## config.mk

```make
export PLATFORM = sky130hd
export DESIGN_NAME = imem_arbiter
export DESIGN_NICKNAME = d
export VERILOG_FILES = /design/src/rtl/imem_arbiter.sv
export SDC_FILE = /design/constraint.sdc
export NUM_CORES = 1
export LEC_CHECK = 0
export ABC_AREA = 1
export CAP_MARGIN = 10
export CORE_ASPECT_RATIO = 0.8
export CORE_MARGIN = 2
export CORE_UTILIZATION = 40
export DETAILED_ROUTE_END_ITERATION = 10
export PLACE_DENSITY = 0.91
export SETUP_SLACK_MARGIN = 0.05
export SYNTH_ARGS = -nofsm -noshare
export SYNTH_HDL_FRONTEND = slang
export SYNTH_SLANG_ARGS = --single-unit
```

## constraint.sdc

```tcl
create_clock -name clk -period 2.61 [get_ports clk]
set_input_delay 0.522 -clock clk [delete_from_list [all_inputs] [get_ports clk]]
set_output_delay 0.522 -clock clk [all_outputs]
set_load 0.05 [all_outputs]
```

## src/rtl/imem_arbiter.sv

```systemverilog
// Byte-wide instruction memory sequencer: splits 16-bit fetches and loads into two byte accesses.
// Define IMEM_ARB_RR_EN for round-robin tie-breaking; otherwise the loader wins every tie.
module imem_arbiter #(
    parameter int N = 16
) (
    input  logic        clk,
    input  logic        rst,
    input  logic        fetch_req,
    input  logic [15:0] fetch_addr,
    output logic        fetch_gnt,
    output logic        fetch_valid,
    output logic [15:0] fetch_instr,
    input  logic        load_valid,
    input  logic [15:0] load_addr,
    input  logic [15:0] load_data,
    output logic        load_ready,
    output logic        mem_en,
    output logic        mem_we,
    output logic [15:0] mem_addr,
    output logic [7:0]  mem_wdata,
    input  logic [7:0]  mem_rdata
);

    localparam logic [15:0] ADDR_MASK = 16'(N - 1);

    typedef enum logic [1:0] {IDLE, RD_HI, RD_LO, WR_LO} state_e;

    state_e      state_q, state_d;
    logic [15:0] addr_q;
    logic [15:0] addrNext;
    logic [7:0]  hiByte_q;
    logic [7:0]  loByte_q;
    logic [15:0] fetchInstr_q;
    logic        fetchValid_q;
    logic        grantFetch;
    logic        grantLoad;

`ifdef IMEM_ARB_RR_EN
    typedef enum logic {GRANT_FETCH, GRANT_LOAD} grant_e;
    grant_e lastGrant_q, lastGrant_d;
`endif

    // Second byte of every access; the mask makes a+1 wrap from N-1 to 0.
    assign addrNext = (addr_q + 16'd1) & ADDR_MASK;

    // Grants only exist in IDLE and are suppressed while reset is held.
    always_comb begin
        grantFetch = 1'b0;
        grantLoad  = 1'b0;
        if (!rst && state_q == IDLE) begin
`ifdef IMEM_ARB_RR_EN
            if (fetch_req && load_valid) begin
                if (lastGrant_q == GRANT_LOAD) grantFetch = 1'b1;
                else                           grantLoad  = 1'b1;
            end else begin
                grantFetch = fetch_req;
                grantLoad  = load_valid;
            end
`else
            grantLoad  = load_valid;
            grantFetch = fetch_req && !load_valid;
`endif
        end
    end

`ifdef IMEM_ARB_RR_EN
    always_comb begin
        lastGrant_d = lastGrant_q;
        if (grantFetch)     lastGrant_d = GRANT_FETCH;
        else if (grantLoad) lastGrant_d = GRANT_LOAD;
    end

    always_ff @(posedge clk or posedge rst) begin
        if (rst) lastGrant_q <= GRANT_FETCH;
        else     lastGrant_q <= lastGrant_d;
    end
`endif

    always_ff @(posedge clk or posedge rst) begin
        if (rst) state_q <= IDLE;
        else     state_q <= state_d;
    end

    always_comb begin
        state_d = state_q;
        case (state_q)
            IDLE: begin
                if (grantFetch)     state_d = RD_HI;
                else if (grantLoad) state_d = WR_LO;
            end
            RD_HI:   state_d = RD_LO;
            RD_LO:   state_d = IDLE;
            WR_LO:   state_d = IDLE;
            default: state_d = IDLE;
        endcase
    end

    always_comb begin
        fetch_gnt  = 1'b0;
        load_ready = 1'b0;
        mem_en     = 1'b0;
        mem_we     = 1'b0;
        mem_addr   = 16'd0;
        mem_wdata  = 8'd0;
        case (state_q)
            IDLE: begin
                if (grantFetch) begin
                    fetch_gnt = 1'b1;
                    mem_en    = 1'b1;
                    mem_addr  = fetch_addr & ADDR_MASK;
                end else if (grantLoad) begin
                    load_ready = 1'b1;
                    mem_en     = 1'b1;
                    mem_we     = 1'b1;
                    mem_addr   = load_addr & ADDR_MASK;
                    mem_wdata  = load_data[15:8];
                end
            end
            RD_HI: begin
                mem_en   = 1'b1;
                mem_addr = addrNext;
            end
            WR_LO: begin
                mem_en    = 1'b1;
                mem_we    = 1'b1;
                mem_addr  = addrNext;
                mem_wdata = loByte_q;
            end
            default: ;
        endcase
    end

    // Read data arrives one cycle after each strobe, so RD_HI sees the high byte and RD_LO the low byte.
    always_ff @(posedge clk or posedge rst) begin
        if (rst) begin
            addr_q       <= 16'd0;
            hiByte_q     <= 8'd0;
            loByte_q     <= 8'd0;
            fetchInstr_q <= 16'd0;
            fetchValid_q <= 1'b0;
        end else begin
            if (grantFetch) begin
                addr_q <= fetch_addr & ADDR_MASK;
            end else if (grantLoad) begin
                addr_q   <= load_addr & ADDR_MASK;
                loByte_q <= load_data[7:0];
            end
            if (state_q == RD_HI) hiByte_q <= mem_rdata;
            if (state_q == RD_LO) fetchInstr_q <= {hiByte_q, mem_rdata};
            fetchValid_q <= (state_q == RD_LO);
        end
    end

    assign fetch_valid = fetchValid_q;
    assign fetch_instr = fetchInstr_q;

endmodule

```

== Word level (Yosys, flattened, before mapping) ==
Index checks and enable logic that the tools add are counted.

* Logic and storage cells: 42
* Bits of input ports: 60
* Register bits after elaboration: 39

* Bitwise gates (word level): 1
* Add/subtract/negate cells: 1
* Equality and inequality tests: 4
* Mux-type cells: 21
* Reductions and logical operators: 9

{| class="wikitable"
|+ Operators by type and width
! cell !! count
|-
| 2-to-1 mux 4 bit || 4
|-
| 2-to-1 mux 8 bit || 2
|-
| case mux 8 bit (2 select lines) || 1
|-
| 2-to-1 mux 1 bit || 8
|-
| case mux 4 bit (2 select lines) || 1
|-
| case mux 2 bit (3 select lines) || 1
|-
| adder 4 x 1 -> 4 bit, second input constant || 1
|-
| equality test 2 bit, second input constant || 2
|-
| 2-to-1 mux 2 bit || 2
|-
| case mux 1 bit (2 select lines) || 2
|-
| OR reduction 2 bit || 2
|-
| != test 3 bit, second input constant || 1
|-
| equality test 2 x 1 -> 1 bit, second input constant || 1
|-
| logical AND 1 bit || 2
|-
| logical NOT 1 bit || 2
|-
| logical NOT 2 bit || 1
|-
| AND reduction 2 bit || 1
|-
| nonzero test 2 bit || 1
|-
| inverter 1 bit || 1
|}

== Longest topological paths before layout ==
* Word-level depth: 6
* Mapped depth: 9
* Depth with buffers taken out: 8

== Least setup slack after synthesis ==
OpenSTA, ideal clock, no wires.

* Path kind: reg2out
* Start: reg state_q[0]
* End: out mem_addr[3]
* Stages on the path, launching flop included: 10
* Path buffers: 1
* Data required time: 2.088 ns
* Arrival: 1.881 ns
* Slack: 0.207 ns
* Cell sequence: dfrtp_1 inv_1 ha_1 inv_1 nor2_2 buf_4 nand3_1 nand2_1 inv_1 a21oi_1

* Cells in the longest elaborated chain, start to end: 6
* Elaborated cells between the ends (all ways): 10
* Classes of those cells: 2 x eq/ne; 5 x mux; 3 x reduce/logical

{| class="wikitable"
|+ RTL lines
! item !! RTL line !! RTL
|-
| start: declaration || 28 || <nowiki>state_e state_q, state_d;</nowiki>
|-
| start signal: assignment || 81 || <nowiki>else state_q <= state_d;</nowiki>
|-
| logical NOT 2 bit || 50, 105 ||
|-
| logical AND 1 bit || 50 || <nowiki>if (!rst && state_q == IDLE) begin</nowiki>
|-
| 2-to-1 mux 1 bit || 50 ||
|-
| 2-to-1 mux 4 bit || 111 || <nowiki>end else if (grantLoad) begin</nowiki>
|-
| 2-to-1 mux 4 bit || 107 || <nowiki>if (grantFetch) begin</nowiki>
|-
| case mux 4 bit (2 select lines) * || 105 || <nowiki>case (state_q)</nowiki>
|-
| end: declaration || 19 || <nowiki>output logic [15:0] mem_addr,</nowiki>
|}

Every way passes the cells marked *; elsewhere a longest branch is shown, timed or not.

== Worst setup path in the final report ==
* Start: in load_valid
* End: out mem_we

* Cells in the longest elaborated chain, start to end: 5
* Elaborated cells between the ends (all ways): 7
* Classes of those cells: 5 x mux; 2 x reduce/logical

{| class="wikitable"
|+ RTL lines
! item !! RTL line !! RTL
|-
| start: declaration || 13 || <nowiki>input logic load_valid,</nowiki>
|-
| logical NOT 1 bit || 61 || <nowiki>grantFetch = fetch_req && !load_valid;</nowiki>
|-
| logical AND 1 bit || 61 ||
|-
| 2-to-1 mux 1 bit || 50 ||
|-
| 2-to-1 mux 1 bit * || 107 ||
|-
| case mux 1 bit (2 select lines) * || 105 ||
|-
| end: declaration || 18 || <nowiki>output logic mem_we,</nowiki>
|}

Marks and branches as above.

==> impl_metrics.ini <==
[outcome]
status = complete, no violations

[min_path]
hold_depth = 2
hold_start = fetch_instr[9]
worstHoldEndpoint = fetch_instr[9]
min_path_type = register to register

[route]
viasPerCell = 4.62
firstDrtPassIters = 6
drc = 0
wl_um = 4630
antenna_left = 0
drt_iter0_markers = 107
wl_per_cell_um = 12.2
num_vias = 1757

[critical_path]
crit_chain = clkdlybuf4s50_1, nand2_1, buf_4, a21oi_1, buf_12
crit_required_ns = 2.09
cp_top_family = buffers and inverters
cp-end-kind = output port
r2r.worst_path.cells = 9
path_class = input pin to output port
cpPeakStageDelay_ns = 0.63
path_buf_inv = 3
rrSetupSlack_ns = 1.10
rr_startpoint = state_q[0]
cp_slowest_cell = clkdlybuf4s50_1
cp_max_fo = 10
r2r-end = loByte_q[3]
arrival_ns = 1.93
critPathLaunchType = input pin

[pwr]
power_uw = 3820
p_leak_uw = 0.00146
p_sw_uw = 1830
p_seq_share_pct = 28.2
power_frac_comb_pct = 58.8
swShare_pct = 47.9
pwr-share-clk_pct = 13.1
p_int_uw = 1990
power_density_nw_per_um2 = 1310
ir_drop_mv = 0.632

[yosys]
syn_avg_cell_area_um2 = 7.78
synthAdderAreaFrac_pct = 3.26
synth-main-ff-cell = dfrtp_1
synth_area_leader_cell = dfrtp_1
synth_edf_count = 0
ys_async_sr_fraction_pct = 100
synth_top_area_share_pct = 50.8
synth_seq_area_share_pct = 50.8
synth-xor-area-share_pct = 0
yosys-top-cells-area = dfrtp_1, nand2_1, buf_4
synth_compound_area_share_pct = 4.88
synth_cell_type_count = 21
synth_cells = 247
synth_area_um2 = 1920
synth_simple_gate_area_share_pct = 30.1
synthMuxAreaShare_pct = 0
synth_seq_cells = 39
yosysWarnings = 0
synth_top_family_by_area = simple AND/OR/NAND/NOR gates

[clock_tree]
ctsHoldBuffers = 0
post_cts_resized = 2
cts_tree = built
root_buffer = clkbuf_8
clk_pin_slew_worst_paths_ns = 0.08
insertion_delay_ns = 0.29
clockBufferDepth = 2
cts_htree_levels = 2
numCtsBuffers = 5
cts.sinks = 39
post_cts_buffers = 0

[global_route]
overflow = 0
grt_usage_pct = 18.6
antenna_found_initial = 0
grt_max_degree = 40
grt_pass1_wl_um = 7610
grt_pass1_vias = 1670

[timing]
fin_crit_ns = 2.45
fmax_ghz = 0.409
whs_ns = 0.474
setup_viol = 0
rsz0062_at_grt = no
report.final.slew_viol_count = 0
fin_worst_skew_ns = 0.00566
fin_crit_sh_pct = 93.8
worst_slew_pin_slew_ns = 0.527
hold_viol_final = 0
slew_headroom_pct = 64.7
tns_ns = 0

[final_layout]
nFillCells = 390
multiInputGateArea_um2 = 813
layout_commonest_cell = nand2_1
seq_area_um2 = 976
drive_gt1_share_pct = 14.7
final_core_util_pct = 63.4
diodes = 0
area_growth_pct = 51.7
instances_no_fill = 380
nets = 384
layout_common_cells = nand2_1, clkdlybuf4s50_1, dfrtp_1

[floorplan]
rows = 22
ioPinCount = 105
die_area_um2 = 5380
coreArea_um2 = 4600
die_x_um = 81.5
die_h_um = 66.0
initial_utilization_pct = 41.8

[place]
place.gp.congestion = 0.756
portBuffers = 68
post-dp-hpwl_um = 3480
dpl.cell_count = 372

[job]
cap_violations = 0
cell type report:
class | count | share of cell area, %
sequential | 39 | 33.5
timing repair buffer | 76 | 30.0
multi-input combinational | 181 | 27.9
tap | 60 | 2.58
clock buffer | 5 | 2.36
inverter | 16 | 2.15
clock inverter | 3 | 1.50
worst reg2reg max path, cell delays in order, from the launching register on:
cell and delay, ns:
dfrtp_1 0.43, inv_2 0.11, ha_1 0.19, inv_1 0.07, nor2_2 0.10, nand2_1 0.11
inv_4 0.14, buf_4 0.17, nand2_1 0.06, nand2_1 0.06
cells by family after synthesis:
group | Yosys count
other | 1
AND/OR/NAND/NOR | 147
adder cells (fa/ha/maj) | 5
flip-flops | 39
buffers and inverters | 38
AO/OA/AOI/OAI | 17
registers in the layout (all words and copies together), names as in the netlist:
| name | count |
|---|---|
| addr_q | 4 |
| hiByte_q | 8 |
| fetch_valid | 1 |
| state_q | 2 |
| loByte_q | 8 |
| fetch_instr | 16 |
power by group through the flow:
| stage | logic, µW | clock network [µW] | registers (µW) |
|---|---|---|---|
| after floorplan | 1000 | 0 | 1470 |
| after global placement | 2170 | 0 | 1060 |
| after detailed placement | 2220 | 0 | 1080 |
| after CTS | 2230 | 511 | 1080 |
| after global routing | 2410 | 536 | 1110 |
| final | 2240 | 499 | 1080 |
how the worst max path moves through the flow:
| stage | from | endpoint | slack, ns | cells past startpoint |
|---|---|---|---|---|
| floorplan | state_q[0] | mem_addr[3] | 0.21 | 9 |
| global placement | load_valid | mem_wdata[3] | 0.14 | 6 |
| detailed placement | load_valid | mem_wdata[5] | 0.09 | 6 |
| CTS | state_q[0] | mem_wdata[0] | 0.08 | 9 |
| global route | load_valid | mem_addr[2] | 0.06 | 8 |
| finish | load_valid | mem_we | 0.16 | 5 |
stage by stage:
stage	setup slack, ns	area, µm²
final	0.162	2920
after global routing	0.0591	2920
after CTS	0.0785	2890
after detailed placement	0.0898	2770
after global placement	0.137	2770
after floorplan	0.207	1960
synth_stat cells, types with 2 or more instances:
master / number
dfrtp_1: 39
nand3_1: 16
nor2_1: 2
inv_2: 2
buf_2: 6
inv_1: 14
buf_1: 2
buf_4: 13
ha_1: 5
nand2_1: 126
o21ai_0: 3
a21oi_1: 10
layer usage:
metal | vias to the layer above | track usage [%] | share of wire, %
li1 | 885 | - | -
met1 | 819 | 23.0 | 44
met2 | 49 | 32.3 | 49
met3 | 4 | 5.46 | 6.2
met4 | 0 | 3.81 | 0.41
met5 | - | 0 | 0
(Power assumes the default switching activity.)
